$ cat src/rtl/reg_link_pkg.sv
// Shared types and constants for the Master-FPGA register link.
package reg_link_pkg;

   localparam int         REG_NUM_BITS = 4;

   localparam logic [1:0] RSP_OK       = 2'b00;
   localparam logic [1:0] RSP_ILLEGAL  = 2'b01;
   localparam logic [1:0] RSP_VERIFY   = 2'b10;

   typedef enum logic [2:0] {
      ST_IDLE,
      ST_SEL,
      ST_CHK,
      ST_WR,
      ST_RD,
      ST_VRD,
      ST_RDW,
      ST_RSP
   } state_t;

endpackage

$ cat src/rtl/reg_access_master.sv
// Register-link initiator: one request -> select/check -> strobe -> one held response; busy means req_ready=0.
// Latency 2/4 cycles (cached/uncached write), +RD_LATENCY for reads. MASTER_VERIFY_EN adds write read-back compare.
module reg_access_master
   import reg_link_pkg::*;
#(
   parameter int RD_LATENCY    = 1,
   parameter bit SKIP_RESELECT = 1'b1
) (
   input  logic        clk,
   input  logic        reset,
   input  logic        req_valid,
   output logic        req_ready,
   input  logic        req_write,
   input  logic [31:0] req_reg_num,
   input  logic [31:0] req_wdata,
   output logic        rsp_valid,
   input  logic        rsp_ready,
   output logic [31:0] rsp_rdata,
   output logic [1:0]  rsp_err,
   output logic [31:0] link_tx_data,
   input  logic [31:0] link_rx_data,
   output logic        link_reg_num_le,
   output logic        link_wr_en,
   output logic        link_rd_en,
   input  logic        link_illegal
);

   state_t                  state, state_nxt;
   logic                    wr_q;
   logic [31:0]             reg_num_q, wdata_q;
   logic                    sel_valid, sel_legal;
   logic [REG_NUM_BITS-1:0] sel_cache;
   logic [3:0]              cnt;

   logic                    accept, cache_hit, capture, cur_write;
   logic [31:0]             cur_reg, cur_wdata;

   always_comb begin
      accept    = req_valid && req_ready;
      cur_write = accept ? req_write   : wr_q;
      cur_reg   = accept ? req_reg_num : reg_num_q;
      cur_wdata = accept ? req_wdata   : wdata_q;
      // A hit needs a select the responder accepted as legal.
      cache_hit = SKIP_RESELECT && sel_valid && sel_legal &&
                  (req_reg_num[31:REG_NUM_BITS] == '0) &&
                  (req_reg_num[REG_NUM_BITS-1:0] == sel_cache);
      capture   = (state == ST_RDW) && (cnt == 4'd0);

      state_nxt = state;
      case (state)
         ST_IDLE: if (accept) state_nxt = cache_hit ? (cur_write ? ST_WR : ST_RD) : ST_SEL;
         ST_SEL:  state_nxt = ST_CHK;
         ST_CHK:  state_nxt = link_illegal ? ST_RSP : (wr_q ? ST_WR : ST_RD);
`ifdef MASTER_VERIFY_EN
         ST_WR:   state_nxt = ST_VRD;
         ST_VRD:  state_nxt = ST_RDW;
`else
         ST_WR:   state_nxt = ST_RSP;
`endif
         ST_RD:   state_nxt = ST_RDW;
         ST_RDW:  if (capture) state_nxt = ST_RSP;
         ST_RSP:  if (rsp_ready) state_nxt = ST_IDLE;
         default: state_nxt = ST_IDLE;
      endcase
   end

   always_ff @(posedge clk) begin
      if (reset) begin
         state           <= ST_IDLE;
         req_ready       <= 1'b0;
         rsp_valid       <= 1'b0;
         rsp_rdata       <= '0;
         rsp_err         <= RSP_OK;
         link_tx_data    <= '0;
         link_reg_num_le <= 1'b0;
         link_wr_en      <= 1'b0;
         link_rd_en      <= 1'b0;
         wr_q            <= 1'b0;
         reg_num_q       <= '0;
         wdata_q         <= '0;
         sel_valid       <= 1'b0;
         sel_legal       <= 1'b0;
         sel_cache       <= '0;
         cnt             <= '0;
      end else begin
         state           <= state_nxt;
         // Outputs are registered from the next state so they line up with the state they belong to.
         req_ready       <= (state_nxt == ST_IDLE);
         rsp_valid       <= (state_nxt == ST_RSP);
         link_reg_num_le <= (state_nxt == ST_SEL);
         link_wr_en      <= (state_nxt == ST_WR);
         link_rd_en      <= (state_nxt == ST_RD) || (state_nxt == ST_VRD);
         if (state_nxt == ST_SEL)
            link_tx_data <= cur_reg;
         else if (state_nxt == ST_WR)
            link_tx_data <= cur_wdata;

         if (accept) begin
            wr_q      <= req_write;
            reg_num_q <= req_reg_num;
            wdata_q   <= req_wdata;
            rsp_rdata <= '0;
         end

         // The responder latches even an illegal number, so the cache follows it.
         if (state == ST_SEL) begin
            sel_cache <= reg_num_q[REG_NUM_BITS-1:0];
            sel_valid <= 1'b1;
            sel_legal <= 1'b0;
         end
         if (state == ST_CHK) begin
            sel_legal <= !link_illegal;
            if (link_illegal)
               rsp_err <= RSP_ILLEGAL;
         end

         if ((state == ST_RD) || (state == ST_VRD))
            cnt <= 4'(RD_LATENCY - 1);
         else if ((state == ST_RDW) && (cnt != 4'd0))
            cnt <= cnt - 4'd1;

         if (capture) begin
            rsp_rdata <= link_rx_data;
`ifdef MASTER_VERIFY_EN
            if (wr_q && (link_rx_data != wdata_q))
               rsp_err <= RSP_VERIFY;
`endif
         end

         if ((state == ST_RSP) && rsp_ready)
            rsp_err <= RSP_OK;
      end
   end

endmodule

$ cat config.mk
export PLATFORM = sky130hd
export DESIGN_NAME = reg_access_master
export DESIGN_NICKNAME = d
export VERILOG_FILES = /design/src/rtl/reg_link_pkg.sv /design/src/rtl/reg_access_master.sv
export SDC_FILE = /design/constraint.sdc
export NUM_CORES = 1
export LEC_CHECK = 0
export ABC_AREA = 1
export CAP_MARGIN = 20
export CORE_MARGIN = 2
export CORE_UTILIZATION = 48
export CTS_CLUSTER_DIAMETER = 200
export DETAILED_ROUTE_END_ITERATION = 10
export PLACE_DENSITY = 0.81
export RECOVER_POWER = 50
export SYNTH_ARGS = -nofsm -noshare
export SYNTH_HDL_FRONTEND = slang
export SYNTH_SLANG_ARGS = --single-unit
$ cat constraint.sdc
create_clock -name clk -period 2.1 [get_ports clk]
set_input_delay 0.315 -clock clk [delete_from_list [all_inputs] [get_ports clk]]
set_output_delay 0.315 -clock clk [all_outputs]
set_load 0.02 [all_outputs]
==> run metrics <==
result of the run finished clean; final weighted congestion of routability-driven global placement 0.826; switching power as a share of total power a little over a third; critical path class in -> reg; sink count of the clock tree between 100 and 150; cell mode on critical path nand2_1; number of buffers inserted by hold repair at cts 0; largest clock skew in the final design between 4 and 5 ps; critical-path cell with the highest stage delay clkdlybuf4s50_1; Root Buffer Master clkbuf_16; cell chain of the critical path clkdlybuf4s50_1 > nor2_1 > nand2_1 > nor2_1 > nand2_1 > nor2_1 > nand3_1 > nand2_1 > nand2_1 > nand2_2 > buf_12 > nand2_1 > nand2_1 > nor2_1; placed wire-length estimate ~11 mm; post-cts resize count 0; die span in x between 100 and 150 µm; Clock H-tree levels 4; count of max-cap constraint violations 0; Synth top area share around 47%; Tightest Pin Transition 680 ps; Nets about 1200; number of setup buffers added after CTS 0; reported net switching power 3.85 mW; mean routed wirelength per cell about 13 µm; Clk pin slew, worst setup/hold paths 60 ps; synthesized area per cell 7.31 µm²; starting density of the core 49.5%; largest net degree at the start of global routing ~110; Layout fillers approximately 1100; combinational share of power 41.5%; worst-skew pair later-pin latency a little over 400 ps; post-synthesis cell count about 860; highest fanout seen on the critical path 25; post-layout minimum cycle time 1910 ps; Final Routed Wirelength 16.2 mm; CTS Buffer Depth 2; longest individual stage delay on the worst path ~430 ps; CTS Buf Count 17; via count 5946; remaining routing DRC violations 0; remaining antenna violation count after routing 0; antenna violations before repair 0; first-pass GRT wire length about 27 mm; library cell occupying the most area in the post-synthesis netlist dfxtp_1; power density of the placed cells 1220 nW/µm²; syn nets roughly 960; Distinct cells, synth 32; pre-CTS setup slack -148 ps; Internal about 7 mW; worst vdd ir 644 µV; post-DR vias/cell 4.83; final-report hold violation count 0; most frequent cells in the layout 170 x clkdlybuf4s50_1, 164 x nor2_1, 148 x dfxtp_1; fraction of final layout cells with drive strength greater than 1 11.3%; element type at the critical path start input pin; First-pass DRT Iterations 5; leakage component of the power ~4.1 nW; 1st-iter DRT viols around 440; CTS tree done; top cells by area in the synthesized netlist dfxtp_1 47%, nor2_1 9.8%, nand2_1 8.0%, nand3_1 5.4%, inv_1 5.0%; register area share after synthesis between 40% and 50%; number of enable flip-flop cells after synthesis 0; Slew Viols, Final 0; Die Span Y 118 µm; overall fraction of global-route tracks in use between 20% and 30%; Yosys warning count 0; RSZ-0062 raised after global routing no; type of element capturing the critical path flip-flop; Synth-to-Final Area Change 42.4%; required time reported for the critical path endpoint 2410 ps; clock group share of total power about a quarter; final core utilization ~70%; relative slew slack between 50% and 60%; Top-Level Pins between 150 and 200; maximum clock frequency 524 MHz; number of antenna repair diodes 0; worst path setup slack after routing approximately 190 ps; Hold Crit Class in -> reg; post-route fraction of the period consumed by the critical path 90.9%; Setup violations, final 0; number of placement rows a little over 40; register bit total from synthesis 148; sequential power share between 30% and 40%; standard cell core area between 10000 and 15000 µm²; ys async rst share 0%; via count of the first global-routing pass roughly 5600; die area about 14000 µm²; worst setup slack for register-to-register paths between 200 and 300 ps; Buffers on Ports 171; total congestion overflow after global routing 0; Primary FF master, synth dfxtp_1; most common library cell in the layout ignoring fill and taps clkdlybuf4s50_1; critical path data arrival time roughly 2200 ps; summed instance area of the synthesized netlist between 6000 and 7000 µm²
worst max-delay path: cells and delay by family:
| kind | cells | cell delay, ps |
|---|---|---|
| and+or+nand+nor | 12 | 1280 |
| buffers and inverters | 2 | 610 |
power groups by stage:
stage               Clock, mW  Combinational, mW  Sequential (mW)
finish                   2.83               4.51             3.53
floorplan                   0               2.87             3.76
CTS                      2.88               4.56             3.53
detailed placement          0               4.51             3.58
global placement            0               4.45             3.56
global route             3.01               5.08             3.58
path summary, 6_finish.rpt:
path,from,to,cells past startpoint
worst max-delay path,req_reg_num[16],link_tx_data[10],14
worst min-delay path,reset,wdata_q[26],3
worst max register to register,req_ready,link_tx_data[29],10
worst min register to register,sel_cache[1],sel_cache[1],2
registers in the layout, indices dropped and copies added (netlist names), 3 cells and up:
register / flops
link_tx_data: 32
rsp_rdata: 32
wdata_q: 32
reg_num_q: 32
sel_cache: 4
cnt: 4
state: 3
metrics by stage:
step           instances  area [µm²]  setup TNS (ps)  power [mW]  hold WS (ps)
2_1_floorplan        857        6270               0        6.63           436
5_1_grt             1231        8930               0        11.7           462
6_report            1231        8930               0        10.9           444
4_1_cts             1231        8950               0        11.0           443
3_5_place_dp        1199        8400           -3880        8.09           455
3_3_place_gp        1199        8400           -3180        8.01           446
per-layer routing:
layer / track usage (%) / vias up / routed length [µm]
met1: 30.1 / 2662 / 7240
met2: 39.6 / 184 / 7810
met3: 5.79 / 16 / 1010
met5: 0 / - / 0
li1: - / 3084 / -
met4: 5.87 / 0 / 169
synthesized netlist by cell type, types with 2 or more instances:
| cell | number |
|---|---|
| buf_4 | 3 |
| inv_1 | 84 |
| dfxtp_1 | 148 |
| buf_6 | 7 |
| nand4_1 | 2 |
| or2_2 | 32 |
| clkbuf_1 | 37 |
| nor2_1 | 163 |
| o21ai_1 | 24 |
| a21oi_1 | 39 |
| nor3_1 | 8 |
| o21ai_0 | 49 |
| buf_2 | 6 |
| ha_1 | 2 |
| nand2_1 | 134 |
| mux2i_1 | 29 |
| nand2_2 | 3 |
| inv_2 | 6 |
| nand3_1 | 68 |
layout make-up:
| cell class | instances | area (µm²) | share of cell area [%] |
|---|---|---|---|
| Clock inverter | 4 | 45.0 | 0.505 |
| Multi-Input combinational cell | 565 | 2700 | 30.2 |
| Tap cell | 172 | 215 | 2.41 |
| Sequential cell | 148 | 2960 | 33.2 |
| Inverter | 90 | 338 | 3.78 |
| Clock buffer | 28 | 507 | 5.68 |
| Timing Repair Buffer | 224 | 2160 | 24.2 |
cell families (layout without fill, tap and decap cells):
kind of cell,Yosys count,in the layout,share of synthesized area [%]
buffers and inverters,144,346,9.76
muxes,29,29,4.63
xor gates and xnor gates,1,1,0.140
other,1,1,0.0598
DFF,148,148,47.3
AOI/OAI and AO/OA,116,116,9.46
and+or+nand+nor,416,416,28.3
adders and majority gates,2,2,0.399
No activity file was read; power rests on OpenSTA's default activity.
